File: src/rtl/sha512_padder.sv
`default_nettype none
// ============================================================================
//  Module   : sha512_padder
//  Purpose  : Packs a 64-bit word message stream into 1024-bit SHA-512 chunks
//             and applies the 0x80 / zero-fill / 128-bit length padding.
//  Revision : 1.0  initial release
// ============================================================================
module sha512_padder #(
    parameter int LEN_W = 64
) (
    input  logic          clk,
    input  logic          reset,
    input  logic          in_valid,
    output logic          in_ready,
    input  logic [63:0]   in_data,
    input  logic          in_last,
    input  logic [3:0]    in_bytes,
    output logic          chunk_valid,
    input  logic          chunk_ready,
    output logic [1023:0] chunk,
    output logic          chunk_last
);

    localparam logic [63:0] c_PAD_WORD = 64'h8000_0000_0000_0000;

    typedef enum logic [0:0] {
        S_FILL = 1'b0,
        S_EMIT = 1'b1
    } state_t;

    state_t              r_state;
    state_t              w_state_next;
    logic [15:0][63:0]   r_buf;
    logic [3:0]          r_widx;
    logic [LEN_W-1:0]    r_len;
    logic                r_extra;
    logic                r_last;
    logic                r_p16;

    logic                w_accept;
    logic                w_hs;
    logic [3:0]          w_n;
    logic [4:0]          w_p;
    logic [63:0]         w_last_word;
    logic [LEN_W-1:0]    w_len_last;
    logic [127:0]        w_field_last;
    logic [127:0]        w_field_cur;

    assign in_ready    = (r_state == S_FILL);
    assign chunk_valid = (r_state == S_EMIT);
    assign chunk       = r_buf;
    assign chunk_last  = r_last;

    assign w_accept     = in_valid && in_ready;
    assign w_hs         = chunk_valid && chunk_ready;
    assign w_n          = (in_bytes > 4'd8) ? 4'd8 : in_bytes;
    // A full last word pushes the pad byte into the following word slot
    assign w_p          = {1'b0, r_widx} + {4'd0, (w_n == 4'd8)};
    assign w_len_last   = r_len + LEN_W'({w_n, 3'b000});
    assign w_field_last = 128'(w_len_last);
    assign w_field_cur  = 128'(r_len);

    always_comb begin
        w_last_word = '0;
        for (int k = 0; k < 8; k++) begin
            if (4'(k) < w_n) begin
                w_last_word[63-8*k -: 8] = in_data[63-8*k -: 8];
            end else if (4'(k) == w_n) begin
                w_last_word[63-8*k -: 8] = 8'h80;
            end
        end
    end

    always_ff @(posedge clk or negedge reset) begin
        if (!reset) begin
            r_state <= S_FILL;
        end else begin
            r_state <= w_state_next;
        end
    end

    always_comb begin
        w_state_next = r_state;
        case (r_state)
            S_FILL: if (w_accept && (in_last || r_widx == 4'd15)) w_state_next = S_EMIT;
            S_EMIT: if (w_hs && !r_extra) w_state_next = S_FILL;
            default: w_state_next = S_FILL;
        endcase
    end

    always_ff @(posedge clk or negedge reset) begin
        if (!reset) begin
            r_buf   <= '0;
            r_widx  <= 4'd0;
            r_len   <= '0;
            r_extra <= 1'b0;
            r_last  <= 1'b0;
            r_p16   <= 1'b0;
        end else if (w_accept) begin
            if (!in_last) begin
                r_buf[4'd15 - r_widx] <= in_data;
                r_len                 <= r_len + LEN_W'(64);
                r_widx                <= r_widx + 4'd1;
                r_last                <= 1'b0;
                r_extra               <= 1'b0;
            end else begin
                r_len  <= w_len_last;
                r_widx <= 4'd0;
                for (int j = 0; j < 16; j++) begin
                    if (5'(j) == {1'b0, r_widx}) begin
                        r_buf[15-j] <= w_last_word;
                    end else if (5'(j) > {1'b0, r_widx}) begin
                        r_buf[15-j] <= (5'(j) == w_p) ? c_PAD_WORD : 64'd0;
                    end
                end
                if (w_p <= 5'd13) begin
                    r_buf[1]  <= w_field_last[127:64];
                    r_buf[0]  <= w_field_last[63:0];
                    r_last    <= 1'b1;
                    r_extra   <= 1'b0;
                end else begin
                    r_last    <= 1'b0;
                    r_extra   <= 1'b1;
                end
                r_p16 <= (w_p == 5'd16);
            end
        end else if (w_hs) begin
            if (r_extra) begin
                // Length-only chunk follows straight on from the current one
                r_buf     <= '0;
                r_buf[15] <= r_p16 ? c_PAD_WORD : 64'd0;
                r_buf[1]  <= w_field_cur[127:64];
                r_buf[0]  <= w_field_cur[63:0];
                r_last    <= 1'b1;
                r_extra   <= 1'b0;
            end else begin
                r_last <= 1'b0;
                if (r_last) begin
                    r_len  <= '0;
                    r_widx <= 4'd0;
                end
            end
        end
    end

endmodule
`default_nettype wire

File: config.mk
export PLATFORM = sky130hd
export DESIGN_NAME = sha512_padder
export DESIGN_NICKNAME = d
export VERILOG_FILES = /design/src/rtl/sha512_padder.sv
export SDC_FILE = /design/constraint.sdc
export NUM_CORES = 2
export LEC_CHECK = 0
export BUFFER_PORTS_ARGS = -buffer_cell sky130_fd_sc_hd__clkbuf_2
export CORE_AREA = 10 10 424 426
export DETAILED_ROUTE_END_ITERATION = 6
export DIE_AREA = 0 0 434 436
export SLEW_MARGIN = 25
export SYNTH_ARGS = -nofsm -noshare
export SYNTH_HDL_FRONTEND = slang
export SYNTH_SLANG_ARGS = --single-unit
File: constraint.sdc
create_clock -name clk -period 2.51 [get_ports clk]
set_input_delay 0.1255 -clock clk [delete_from_list [all_inputs] [get_ports clk]]
set_output_delay 0.1255 -clock clk [all_outputs]
set_load 0.01 [all_outputs]
# [Word level (Yosys, flattened, before mapping)]
# Cells that the tools add are included.
[word_totals] output_inout_bits=1027 wordCells=236 ff_bits=1096 in_bits=73
[classes] n_reduce_logical=30 eq_ne=57 muxes=94 bitwise_logic=1 magnitude_cmp=27 addsub=5
[op_table] operator="1024-bit two-way mux" n=4
[op_table] operator="64-bit two-way mux" n=53
[op_table] operator="1024-bit bitwise mux" n=1
[op_table] operator="64-bit demux with 4-bit select" n=1
[op_table] operator="128-bit two-way mux" n=1
[op_table] operator="8-bit two-way mux" n=16
[op_table] operator="64-bit by 7-bit adder with 64-bit output" n=1
[op_table] operator="64-bit by 7-bit adder with 64-bit output, second input constant" n=1
[op_table] operator="4-bit by 2-bit != test with 1-bit output, second input constant" n=13
[op_table] operator="3-bit AND reduction" n=17
[op_table] operator="4-bit by 5-bit == test with 1-bit output, first input constant" n=8
[op_table] operator="3-bit by 4-bit == test with 1-bit output, first input constant" n=8
[op_table] operator="4-bit == test, first input constant" n=8
[op_table] operator="4-bit greater-than comparator, first input constant" n=8
[op_table] operator="4-bit two-way mux" n=6
[op_table] operator="3-bit by 5-bit == test with 1-bit output, first input constant" n=4
[op_table] operator="2-bit by 4-bit == test with 1-bit output, first input constant" n=4
[op_table] operator="3-bit by 4-bit greater-than comparator with 1-bit output, first input constant" n=4
[op_table] operator="3-bit by 4-bit < comparator with 1-bit output, first input constant" n=4
[op_table] operator="1-bit two-way mux" n=11
[op_table] operator="2-bit by 5-bit == test with 1-bit output, first input constant" n=2
[op_table] operator="5-bit by 2-bit != test with 1-bit output, second input constant" n=2
[op_table] operator="1-bit by 4-bit == test with 1-bit output, first input constant" n=2
[op_table] operator="4-bit == test, second input constant" n=2
[op_table] operator="23 further kinds" n=33

# [Logic depth before layout (Yosys ltp)]
[depth] word_depth=11 depth_mapped=12 ltp_nobuf=10

# [Least setup slack after synthesis]
# Ideal clock, no wire load.
[synth_timing] path_type="input to register" start="input in_bytes[0]" end="register r_buf (netlist bit chunk[35])" arrival_time_ns=2.784 path_stages=12 path_slack_ns=-0.339 n_path_buf=2 required_time_ns=2.445 setup_ns=0.065 cell_sequence="clkbuf_1 -> nor2b_1 -> ha_1 -> inv_1 -> fa_1 -> nand2b_1 -> a21oi_1 -> clkbuf_1 -> nand4_1 -> or3_1 -> a21oi_1 -> o22a_1"
[synth_between] elab_chain_len=8 elab_cells_between_ends=14 cone_classes="2 x add/sub; 3 x order compare; 2 x eq/ne; 6 x mux; 1 x reduce/logical"
[synth_rtl] element="start: declaration" line="17" rtl="input logic [3:0] in_bytes,"
[synth_rtl] element="4-bit greater-than comparator" line="56" rtl="assign w_n = (in_bytes > 4'd8) ? 4'd8 : in_bytes;"
[synth_rtl] element="4-bit two-way mux (*)" line="56"
[synth_rtl] element="4-bit == test or 2-bit by 4-bit < comparator with 1-bit output (tied branches)" line="58, 66"
[synth_rtl] element="4-bit by 1-bit adder with 5-bit output or 8-bit two-way mux (tied branches)" line="58, 66"
[synth_rtl] element="5-bit by 4-bit less-or-equal comparator with 1-bit output or 64-bit two-way mux (tied branches)" line="116, 110"
[synth_rtl] element="128-bit two-way mux" line="116" rtl="if (w_p <= 5'd13) begin"
[synth_rtl] element="1024-bit two-way mux" line="100" rtl="if (!in_last) begin"
[synth_rtl] element="1024-bit two-way mux" line="99" rtl="end else if (w_accept) begin"
[synth_rtl] element="end signal: indexed assignment" line="101" rtl="r_buf[4'd15 - r_widx] <= in_data;"
[synth_rtl] element="end signal: indexed assignment" line="111" rtl="r_buf[15-j] <= w_last_word;"
[synth_rtl] element="end signal: indexed assignment" line="113" rtl="r_buf[15-j] <= (5'(j) == w_p) ? c_PAD_WORD : 64'd0;"
[synth_rtl] element="end: declaration" line="33" rtl="logic [15:0][63:0] r_buf;"
# Every way passes the cells marked *; elsewhere a longest branch is shown, timed or not.
# A chain may end at the register's enable or synchronous reset.

# [Worst setup path after layout]
[layout_timing] start="register r_len[3]" end="register r_len[23]"
[layout_between] elab_chain_len=3 elab_cells_between_ends=4 cone_classes="2 x add/sub; 2 x mux"
[layout_rtl] element="start: declaration" line="35" rtl="logic [LEN_W-1:0] r_len;"
[layout_rtl] element="start signal: assignment" line="102" rtl="r_len <= r_len + LEN_W'(64);"
[layout_rtl] element="start signal: assignment" line="107" rtl="r_len <= w_len_last;"
[layout_rtl] element="64-bit by 7-bit adder with 64-bit output, on equally long branches" line="102, 59"
[layout_rtl] element="64-bit two-way mux (*)" line="100"
[layout_rtl] element="64-bit two-way mux (*)" line="99"
# Marked as above.

==> impl_summary.md <==
Timing
Of the available clock period, the critical path in the final layout requires 1.024. The final max-slew violation count is 0. For this run, the top clock speed supported by timing is 0.3891 GHz.

On the final layout, the worst clock skew is 0.05978 ns. Setup violations remaining at the end of the flow were counted as 5. Setup repair after global routing could not meet its margin everywhere. The worst slew slack as a fraction of its limit is 0.3207.

The final critical-path setup slack is -0.06010 ns. The post-layout minimum cycle time is 2.570 ns. The final count of hold timing violations is 1. At the pin with the least slew margin, the transition time is 1.008 ns. The worst hold margin is -0.01867 ns.

Run status
The final reports fail on hold timing, setup timing. The run finished, with violations left.

Setup path
Data on the critical path arrives at its endpoint at 3.18 ns. For flop-to-flop paths, the worst setup slack is -0.06 ns. The capturing point of the worst reg2reg path is r_len[23]. The master of the slowest instance on the critical path is sky130_fd_sc_hd__fa_2. The critical path goes through ha_2, inv_2, fa_2, nand2b_4, a211oi_1, o21a_1, buf_12, nand2_1, o311ai_0, o41ai_1. The startpoint of the lowest-slack register-to-register path is r_len[3]. The maximum cell stage delay along the critical path is 0.41 ns.

The required time of the critical path is 3.12 ns. The critical path startpoint category is a register. STA classifies the critical path endpoint as a register.

The critical path is of the reg2reg type. In this run the worst path has a maximum fanout of 5. Tracing the worst setup path back leads to its startpoint at r_len[3]. Measured in cells, the most critical reg-to-reg path has a length of 10.

Logic synthesis
The number of nets handed over by synthesis was 4,791. The warning count from the yosys run is 0. In the synthesized netlist the dominant register cell turns out to be sky130_fd_sc_hd__dfrtp_1. Yosys instantiated no cell more often than sky130_fd_sc_hd__nand2_1.

The number of storage elements in the synthesis netlist is 1,093. The post-synthesis instance area is 46,240 um2. The share of synthesized area occupied by flip-flops and latches is 0.5915. In the post-synthesis netlist, the biggest area contributors are sky130_fd_sc_hd__dfrtp_1, sky130_fd_sc_hd__nand2_1, sky130_fd_sc_hd__o21ai_0. Each instance of the synthesized netlist takes up on average 9.826 um2. The number of enable flip-flop cells after synthesis is 0. In the synthesized netlist, the cells that appear most often are sky130_fd_sc_hd__nand2_1, sky130_fd_sc_hd__dfrtp_1, sky130_fd_sc_hd__o21ai_0, sky130_fd_sc_hd__clkbuf_1, sky130_fd_sc_hd__o221ai_1. The number of cells produced by synthesis is 4,706.

The number of distinct library cells after synthesis is 76. Summed over all instances, the cell type with the most area after synthesis is sky130_fd_sc_hd__dfrtp_1. The share of synthesized area in the top cell type comes to 0.5915. Counting flops with an async set or reset pin after synthesis yields a share of 1.000.

Hold path
The worst hold path begins at in_bytes[3]. The worst hold path belongs to the class in2reg. For hold timing, the worst endpoint is chunk[3].

The worst hold path passes through 4 cells.

Cells and area
The number of filler cells placed in the layout is 17.32k. For this run, the share of the core covered by cells in the final layout is 0.3791. The fraction of final layout cells sized beyond drive strength 1 is 0.3333. The layout-stage area growth over the synthesis result is 40.15%.

In the final design database the tool counted 6,370 nets.

Global routing
The number of global-route vias before repair came to 47.47k. The number of antenna violations at the first check in global routing is 33. Global routing finished with a remaining overflow of 0. The global-route usage over all layers is 0.3083.

The wire length of the first global-routing pass is 410.5 mm. Entering global routing, the biggest net connects 101 pins.

Floorplanning
The die extent in x is 434 um. The number of top-level design ports is 1,100. The number of core rows is 152.

The floorplan core area is 171,000 um2. The vertical die dimension is 436 um. The die covers 189,200 um2.

For this configuration, the core starts out at a cell density of 0.2705.

Clock network
Buffers inserted during clock tree synthesis total 119. The clock transition time at the flip-flop clock pins of the worst setup and hold paths is 0.06 ns. CTS placed an instance of sky130_fd_sc_hd__clkbuf_16 at the clock tree root. The longest clock path from root to sink contains 3 buffers.

Clock tree synthesis found a total of 1,093 sinks. The clock tree synthesis step divided the H-tree into 3 levels. At the later pin of the worst-skew pair, clock insertion delay measures 0.81 ns.

TritonCTS built the clock tree.

Job
The max capacitance violation total is 0.

Power and ir drop
The power per cell area is 751.7 nW/um2. The largest vdd supply drop is 0.6670 mV. The sum of internal, switching and leakage power is 48.72 mW. The total leakage power is 30.76 nW.

Detailed routing
For this block, the initial DRC count from the detailed router was 5,341. The overall via count from detail_route is 48.43k. Dividing the detail-routed wire length by the instance count gives 35.38 um. Using the TritonRoute via totals, the vias-per-cell ratio works out to 5.614.

The routed design has 305.2 mm of wire. Once detail routing completed, the nets flagged for antenna violations numbered 0. The number of remaining DRC errors is 0. The number of iterations in the first detailed-routing pass is 6.

Placement
The number of I/O port buffers is 1,099. Routability-driven placement finished with a final weighted congestion of 0.9719. The half-perimeter wire length after placement is 227.7 mm.
through the flow:
stage | instances | setup TNS [ns] | instance area, um2 | setup slack [ns] | hold WS (ns)
CTS | 8594 | -0.001428 | 64200 | -0.001428 | 0.01650
global route | 8620 | -1.519 | 64790 | -0.1137 | 0.04137
finish | 8626 | -0.1900 | 64810 | -0.06010 | -0.01867
global placement | 8304 | -32.68 | 59300 | -0.3622 | 0.1854
floorplan | 4706 | -0.07086 | 46310 | -0.02568 | -0.1701
detailed placement | 8304 | -30.20 | 59300 | -0.3439 | 0.1813
critical path: cells and delay by family (launching register included):
family                   cells  cell delay, ns
AO/OA/AOI/OAI                4            1.01
adder cells (fa/ha/maj)      2            0.60
flip-flops                   1            0.35
AND/OR/NAND/NOR              2            0.24
buffers and inverters        2            0.18
registers in the layout, summed over array words and instances (netlist names):
name	flops
chunk	1024
chunk_last	1
chunk_valid	1
r_extra	1
r_len	61
r_p16	1
r_widx	4
final cells by class:
cell class	instances	area, um2	area share
Timing Repair Buffer	1830	12440	0.1919
Clock inverter	53	654.4	0.01010
Inverter	26	97.59	0.001506
Tap cell	2233	2794	0.04311
Multi-Input combinational cell	3215	18020	0.2781
Antenna cell	8	20.02	0.0003089
Sequential cell	1093	27360	0.4221
Clock buffer	168	3423	0.05282
timing repair:
action                                 in CTS  in global routing
gates cloned                                1                  6
setup buffers                               7                 19
setup endpoints to repair                 178                122
endpoints found under the hold margin    1207                  0
hold buffers                               61                  0
pin swaps                                   3                 37
resized for setup                          32                 71
routing by layer:
layer | track usage | wire length [um] | up-vias | part of all wire
met2 | 0.4848 | 137700 | 3069 | 0.45
met1 | 0.3599 | 111900 | 24510 | 0.37
met3 | 0.08224 | 27990 | 731 | 0.092
met4 | 0.2273 | 27530 | 14 | 0.090
met5 | 0 | 92 | - | 0.00030
li1 | - | - | 20110 | -
power by group:
part	switching, mW	internal [mW]	total (mW)
logic	7.05	3.12	10.2
clock network	8.11	10.5	18.6
registers	1.01	19.0	20.0
total	16.2	32.6	48.7
worst max-delay path by stage:
stage | end | cells after the start | slack [ns]
finish | r_len[23] | 10 | -0.06
global route | r_len[31] | 11 | -0.11
CTS | r_len[63] | 10 | -0.001
detailed placement | r_len[63] | 12 | -0.34
global placement | chunk[22] | 15 | -0.36
floorplan | chunk[35] | 12 | -0.03
kinds of logic (layout without fill, tap and decap cells):
group | count (synthesis) | in the layout | share of synthesized area
simple gates | 1672 | 1673 | 0.1520
compound gates | 1469 | 1469 | 0.2067
flops | 1093 | 1093 | 0.5915
buf+inv | 399 | 2077 | 0.03361
xor+xnor | 37 | 37 | 0.007008
mux | 24 | 24 | 0.005763
fa+ha+maj | 12 | 12 | 0.003409
other cells | 0 | 8 | 0
cell usage in the layout (no fill, tap or decap), types with 17 or more instances in the layout:
master                          Yosys  final
sky130_fd_sc_hd__nand2_1         1132   1105
sky130_fd_sc_hd__clkbuf_2           2   1098
sky130_fd_sc_hd__dfrtp_1         1093   1089
sky130_fd_sc_hd__o21ai_0          673    662
sky130_fd_sc_hd__buf_4              5    562
sky130_fd_sc_hd__o221ai_1         293    292
sky130_fd_sc_hd__nor2_1           193    180
sky130_fd_sc_hd__clkbuf_16          0    125
sky130_fd_sc_hd__a21oi_1          121    108
sky130_fd_sc_hd__nand3_1          105    101
sky130_fd_sc_hd__buf_12             0     89
sky130_fd_sc_hd__a22o_1            82     81
sky130_fd_sc_hd__a31oi_1           73     69
sky130_fd_sc_hd__dlygate4sd3_1      0     60
sky130_fd_sc_hd__nor3_1            58     49
sky130_fd_sc_hd__nand4_1           45     45
sky130_fd_sc_hd__xnor2_1           31     31
sky130_fd_sc_hd__o22ai_1           27     26
sky130_fd_sc_hd__inv_1             26     25
sky130_fd_sc_hd__a32o_1            24     24
sky130_fd_sc_hd__clkbuf_8           0     24
sky130_fd_sc_hd__clkinv_2           0     24
sky130_fd_sc_hd__clkbuf_1         319     24
sky130_fd_sc_hd__nand2_2            0     22
sky130_fd_sc_hd__o21a_1            22     22
sky130_fd_sc_hd__nor4_1            24     22
sky130_fd_sc_hd__or3_1             21     20
sky130_fd_sc_hd__o211ai_1          19     19
sky130_fd_sc_hd__a22oi_1           19     17
sky130_fd_sc_hd__mux2_2            17     17
Power figures use the tool's default switching activity.
